**src/rtl/audio_pkg.sv**
```systemverilog
// Shared types for the audio serializer: framing mode and the stereo sample pair.
package audio_pkg;

  typedef enum logic {
    AUD_MODE_I2S = 1'b0,
    AUD_MODE_LJ  = 1'b1
  } aud_mode_t;

  localparam int AUD_DATA_WIDTH = 16;

  typedef struct packed {
    logic [AUD_DATA_WIDTH-1:0] left;
    logic [AUD_DATA_WIDTH-1:0] right;
  } aud_pair_t;

endpackage

```
**src/rtl/audio_sample_fifo.sv**
```systemverilog
// Small synchronous FIFO holding stereo sample pairs; push while full and pop while empty are ignored.
module audio_sample_fifo #(
  parameter int WIDTH = 32,
  parameter int DEPTH = 4,
  localparam int PTR_W = $clog2(DEPTH),
  localparam int LVL_W = $clog2(DEPTH + 1)
) (
  input  logic             clk,
  input  logic             rst,
  input  logic             push,
  input  logic [WIDTH-1:0] push_data,
  input  logic             pop,
  output logic [WIDTH-1:0] pop_data,
  output logic             full,
  output logic             empty,
  output logic [LVL_W-1:0] level
);

  logic [WIDTH-1:0] mem [DEPTH];
  logic [PTR_W-1:0] wr_ptr;
  logic [PTR_W-1:0] rd_ptr;
  logic             do_push;
  logic             do_pop;

  assign full     = (level == LVL_W'(DEPTH));
  assign empty    = (level == '0);
  assign do_push  = push && !full;
  assign do_pop   = pop && !empty;
  assign pop_data = mem[rd_ptr];

  always_ff @(posedge clk or posedge rst) begin
    if (rst) begin
      wr_ptr <= '0;
      rd_ptr <= '0;
      level  <= '0;
    end else begin
      if (do_push) wr_ptr <= wr_ptr + PTR_W'(1);
      if (do_pop)  rd_ptr <= rd_ptr + PTR_W'(1);
      case ({do_push, do_pop})
        2'b10:   level <= level + LVL_W'(1);
        2'b01:   level <= level - LVL_W'(1);
        default: level <= level;
      endcase
    end
  end

  always_ff @(posedge clk) begin
    if (do_push) mem[wr_ptr] <= push_data;
  end

endmodule

```
**src/rtl/audio_i2s_tx.sv**
```systemverilog
// Stereo I2S / left-justified transmitter: BCLK divider, frame bit counter and serializer fed by a sample FIFO.
import audio_pkg::*;

module audio_i2s_tx #(
  parameter int DATA_WIDTH = 16,
  parameter int SLOT_WIDTH = 32,
  parameter int BCLK_HALF  = 6,
  parameter int FIFO_DEPTH = 4
) (
  input  logic                               clk,
  input  logic                               rst,
  input  logic                               en,
  input  aud_mode_t                          mode,
  input  logic [DATA_WIDTH-1:0]              s_left,
  input  logic [DATA_WIDTH-1:0]              s_right,
  input  logic                               s_valid,
  output logic                               s_ready,
  output logic [$clog2(FIFO_DEPTH+1)-1:0]    fifo_level,
  output logic                               underrun,
  output logic                               aud_bclk,
  output logic                               aud_lrck,
  output logic                               aud_dacdat
);

  localparam int CNT_W = $clog2(2 * SLOT_WIDTH);
  localparam int DIV_W = (BCLK_HALF > 1) ? $clog2(BCLK_HALF) : 1;
  localparam logic [CNT_W-1:0] CNT_LAST = CNT_W'(2 * SLOT_WIDTH - 1);
  localparam logic [CNT_W-1:0] SLOT_C   = CNT_W'(SLOT_WIDTH);
  localparam logic [DIV_W-1:0] DIV_LAST = DIV_W'(BCLK_HALF - 1);

  logic [DIV_W-1:0]        div_q;
  logic [CNT_W-1:0]        bit_cnt;
  logic                    started;
  logic [2*DATA_WIDTH-1:0] frame_q;
  aud_mode_t               mode_q;
  logic                    delay_q;

  logic [2*DATA_WIDTH-1:0] fifo_data;
  logic                    fifo_full;
  logic                    fifo_empty;

  logic                    half_tick;
  logic                    fall_evt;
  logic                    frame_start;
  logic [CNT_W-1:0]        cnt_next;
  logic [CNT_W-1:0]        slot_k;
  logic                    slot_right;
  logic [2*DATA_WIDTH-1:0] frame_next;
  aud_mode_t               mode_next;
  logic [DATA_WIDTH-1:0]   sample;
  logic                    lj_bit;

  audio_sample_fifo #(
    .WIDTH (2 * DATA_WIDTH),
    .DEPTH (FIFO_DEPTH)
  ) u_fifo (
    .clk       (clk),
    .rst       (rst),
    .push      (s_valid),
    .push_data ({s_left, s_right}),
    .pop       (frame_start),
    .pop_data  (fifo_data),
    .full      (fifo_full),
    .empty     (fifo_empty),
    .level     (fifo_level)
  );

  assign s_ready = !fifo_full;

  // The first fall after enable must land on count 0, so the counter only advances once started.
  always_comb begin
    half_tick   = en && (div_q == DIV_LAST);
    fall_evt    = half_tick && aud_bclk;
    cnt_next    = (!started || bit_cnt == CNT_LAST) ? '0 : bit_cnt + CNT_W'(1);
    frame_start = fall_evt && (cnt_next == '0);
    frame_next  = frame_start ? (fifo_empty ? '0 : fifo_data) : frame_q;
    mode_next   = frame_start ? mode : mode_q;
    slot_right  = (cnt_next >= SLOT_C);
    slot_k      = slot_right ? cnt_next - SLOT_C : cnt_next;
    sample      = slot_right ? frame_next[DATA_WIDTH-1:0] : frame_next[2*DATA_WIDTH-1:DATA_WIDTH];
    lj_bit      = 1'b0;
    for (int i = 0; i < DATA_WIDTH; i++) begin
      if (slot_k == CNT_W'(i)) lj_bit = sample[DATA_WIDTH-1-i];
    end
  end

  always_ff @(posedge clk or posedge rst) begin
    if (rst) begin
      div_q      <= '0;
      bit_cnt    <= '0;
      started    <= 1'b0;
      frame_q    <= '0;
      mode_q     <= AUD_MODE_I2S;
      delay_q    <= 1'b0;
      underrun   <= 1'b0;
      aud_bclk   <= 1'b0;
      aud_lrck   <= 1'b0;
      aud_dacdat <= 1'b0;
    end else if (!en) begin
      div_q      <= '0;
      bit_cnt    <= '0;
      started    <= 1'b0;
      delay_q    <= 1'b0;
      underrun   <= 1'b0;
      aud_bclk   <= 1'b0;
      aud_lrck   <= 1'b0;
      aud_dacdat <= 1'b0;
    end else begin
      underrun <= frame_start && fifo_empty;
      if (half_tick) begin
        div_q    <= '0;
        aud_bclk <= ~aud_bclk;
      end else begin
        div_q <= div_q + DIV_W'(1);
      end
      if (fall_evt) begin
        bit_cnt    <= cnt_next;
        started    <= 1'b1;
        frame_q    <= frame_next;
        mode_q     <= mode_next;
        aud_lrck   <= slot_right;
        delay_q    <= lj_bit;
        aud_dacdat <= (mode_next == AUD_MODE_LJ) ? lj_bit : delay_q;
      end
    end
  end

endmodule

```
**config.mk**
```make
export PLATFORM = sky130hd
export DESIGN_NAME = audio_i2s_tx
export DESIGN_NICKNAME = d
export VERILOG_FILES = /design/src/rtl/audio_pkg.sv /design/src/rtl/audio_sample_fifo.sv /design/src/rtl/audio_i2s_tx.sv
export SDC_FILE = /design/constraint.sdc
export NUM_CORES = 1
export LEC_CHECK = 0
export CORE_ASPECT_RATIO = 1.1
export CORE_MARGIN = 2
export CORE_UTILIZATION = 47
export DETAILED_ROUTE_END_ITERATION = 10
export PLACE_DENSITY = 0.64
export SYNTH_ARGS = -nofsm -noshare
export SYNTH_HDL_FRONTEND = slang
export SYNTH_SLANG_ARGS = --single-unit
```
**constraint.sdc**
```tcl
create_clock -name clk -period 4.2 [get_ports clk]
set_input_delay 0.42 -clock clk [delete_from_list [all_inputs] [get_ports clk]]
set_output_delay 0.42 -clock clk [all_outputs]
set_load 0.02 [all_outputs]
```
==> flow_summary.json <==
{
  "outcome": "finished, final reports clean",
  "post_cts_resized": 0,
  "core.rowCount": 49,
  "ys_seq_area_share_pct": 66.65,
  "netlist_instances": 533,
  "cts_root_buffer": "clkbuf_16",
  "dr_total_vias": 4677,
  "finClkSkew_ns": 0.008094,
  "dr.pass1.iters": 5,
  "rsz0062_at_grt": "false",
  "antenna_found_initial": 0,
  "hold_viol_final": 0,
  "critPathCaptureType": "register",
  "cellPowerDensity_mw_per_mm2": 488.0,
  "synth_edf_count": 128,
  "crit_type": "reg -> reg",
  "drive_above_1_share_pct": 15.91,
  "synth_most_common_cell": "edfxtp_1",
  "die-area_mm2": 0.01772,
  "fp.dieW_um": 127.1,
  "ys_warn_count": 0,
  "cts.sinks": 183,
  "cts_hold_buf": 0,
  "ys_ff_latch": 183,
  "synth_area_mm2": 0.007833,
  "crit_family": "compound AO/OA/AOI/OAI gates",
  "syn_avg_cell_area_um2": 14.70,
  "grt_first_pass_wirelength_mm": 26.92,
  "worst_pin_slew_ns": 1.028,
  "drc": 0,
  "place_congestion": 0.9334,
  "wl_mm": 16.91,
  "path_max_fanout": 36,
  "ant_nets": 0,
  "num_antenna_cells": 0,
  "pin_count": 45,
  "yosys.cell_types.count": 63,
  "core-area_mm2": 0.01631,
  "routedWlPerCell_um": 21.11,
  "cts_tree": "done",
  "async_reset_ff_share_pct": 30.05,
  "syn_nets": 579,
  "cts-buffers-inserted": 17,
  "worst-path-buf-inv": 0,
  "drv_cap": 0,
  "clockBufferDepth": 2,
  "hp-class": "in -> async",
  "initial_core_util_pct": 48.03,
  "die_h_um": 139.4,
  "area_growth_pct": 16.12,
  "slowest_stage": "dfrtp_1",
  "max_slew_margin_pct": 30.99,
  "hpwl_mm": 11.22,
  "synthFlopType": "edfxtp_1",
  "fmax_ghz": 0.3027,
  "worstSetupStartpointType": "register",
  "cp_cell_sequence": "ha_1, o31ai_1, a31oi_4, nor2_1, nand2_4, a32o_1, o211a_1, nand3b_1, a22oi_1, nand2_1",
  "cp.arrival_ns": 3.62,
  "maxSlewViolCount": 0,
  "min_period_ns": 3.303,
  "nets": 630,
  "hold_ws_ns": 0.4379,
  "cp_slowest_stage_delay_ns": 0.49,
  "first_global_vias": 4737,
  "grt_max_degree": 37,
  "synthTopCellsByCount": "128 x edfxtp_1, 66 x nand2_1, 55 x dfrtp_1, 32 x mux4_2, 29 x o21ai_0",
  "fin_tns_setup_ns": 0,
  "netlist_top_cells_area": "edfxtp_1 49%, dfrtp_1 18%, mux4_2 9.2%, nand2_1 3.2%, o21ai_0 1.9%",
  "io_buffers": 44,
  "cts_max_level": 4,
  "yosysTopAreaCellShare_pct": 49.07,
  "ir_worst_vdd_mv": 0.3359,
  "clk_pin_slew_worst_paths_ns": 0.07,
  "leakage_nw": 3.369,
  "gr-total-overflow": 0,
  "via_per_inst": 5.839,
  "finalCritPeriodShare_pct": 78.65,
  "required_ns": 4.51,
  "drt_iter0_markers": 320,
  "grt.total_usage_pct": 20.41,
  "finalSetupViolations": 0,
  "yosys.area.top_type": "edfxtp_1",
  "clk_latency_ns": 0.43,
  "postCtsSetupBuffers": 0
}
layer usage:
layer  vias to the layer above  track usage, %  wire length, µm
li1                       2153               -                -
met1                      2388           26.80             7241
met2                       115           33.50             8534
met3                        21           4.268              713
met4                         0           8.155              420
met5                         -               0                0
flip-flops by register name, summed over array words and instances (netlist names):
register	count
u_fifo.mem	128
frame_q	32
bit_cnt	6
div_q	3
u_fifo.level	3
u_fifo.rd_ptr	2
u_fifo.wr_ptr	2
aud_bclk	1
aud_dacdat	1
aud_lrck	1
delay_q	1
mode_q	1
started	1
underrun	1
placed cells by master (no fill, tap or decap), drive strengths merged, types with 6 or more instances in the layout:
cell and instances:
edfxtp 128, nand2 67, dfrtp 55, clkdlybuf4s50 44, o21ai 38, mux4 32
nand3 21, inv 21, clkbuf 19, nor2 18, buf 17, nor3 10
ha 8, xnor2 6, a22o 6, o211ai 6, a211oi 6
final cells by class:
class / instances / area (µm²)
sequential: 183 / 5221
clock buffer: 19 / 432.9
fill: 1316 / 7213
timing repair buffer: 61 / 568.0
multi-input combinational: 306 / 2420
tap: 204 / 255.2
clock inverter: 13 / 141.4
inverter: 15 / 56.30
worst register-to-register path: cells and delay by family (launching register included):
| family | cells | cell delay (ns) |
|---|---|---|
| compound gates | 5 | 1.24 |
| flops | 1 | 0.49 |
| fa+ha+maj | 1 | 0.36 |
| simple gates | 4 | 1.11 |
worst paths after layout:
check	end	slack (ns)	depth (start not counted)	startpoint
worst max-delay path	delay_q	0.90	10	bit_cnt[1]
min in group clk	div_q[0]	0.47	1	div_q[0]
worst max register to register	delay_q	0.90	10	bit_cnt[1]
worst min register to register	div_q[0]	0.47	1	div_q[0]
max in group asynchronous	frame_q[6]	2.98	3	rst
worst min-delay path	u_fifo.wr_ptr[0]	0.44	2	rst
power breakdown:
group / switching (mW) / total, mW / internal (mW)
Sequential: 0.0747 / 2.31 / 2.24
Combinational: 0.370 / 0.585 / 0.215
Clock: 0.702 / 1.54 / 0.837
Total: 1.15 / 4.44 / 3.29
per-stage QoR:
step                power, mW  area, µm²  worst slack (ns)  util, %  cells
floorplan               2.671       7833             1.051        -    533
global placement        2.914       8521             1.034    52.25    769
detailed placement      2.951       8521            0.9285    52.25    769
CTS                     4.484       9095            0.9170    55.77    801
global route            4.629       9095            0.6256    55.77    801
finish                  4.438       9095            0.8968    55.77    801
cells by family (layout without fill, tap and decap cells):
family,Yosys count,in the layout,synth area share (%)
compound gates,104,104,9.537
flops,183,183,66.65
buf+inv,44,108,2.460
xor+xnor,11,11,1.230
simple gates,144,144,8.610
mux,38,38,9.984
fa+ha+maj,9,9,1.534
(Power assumes the default switching activity.)
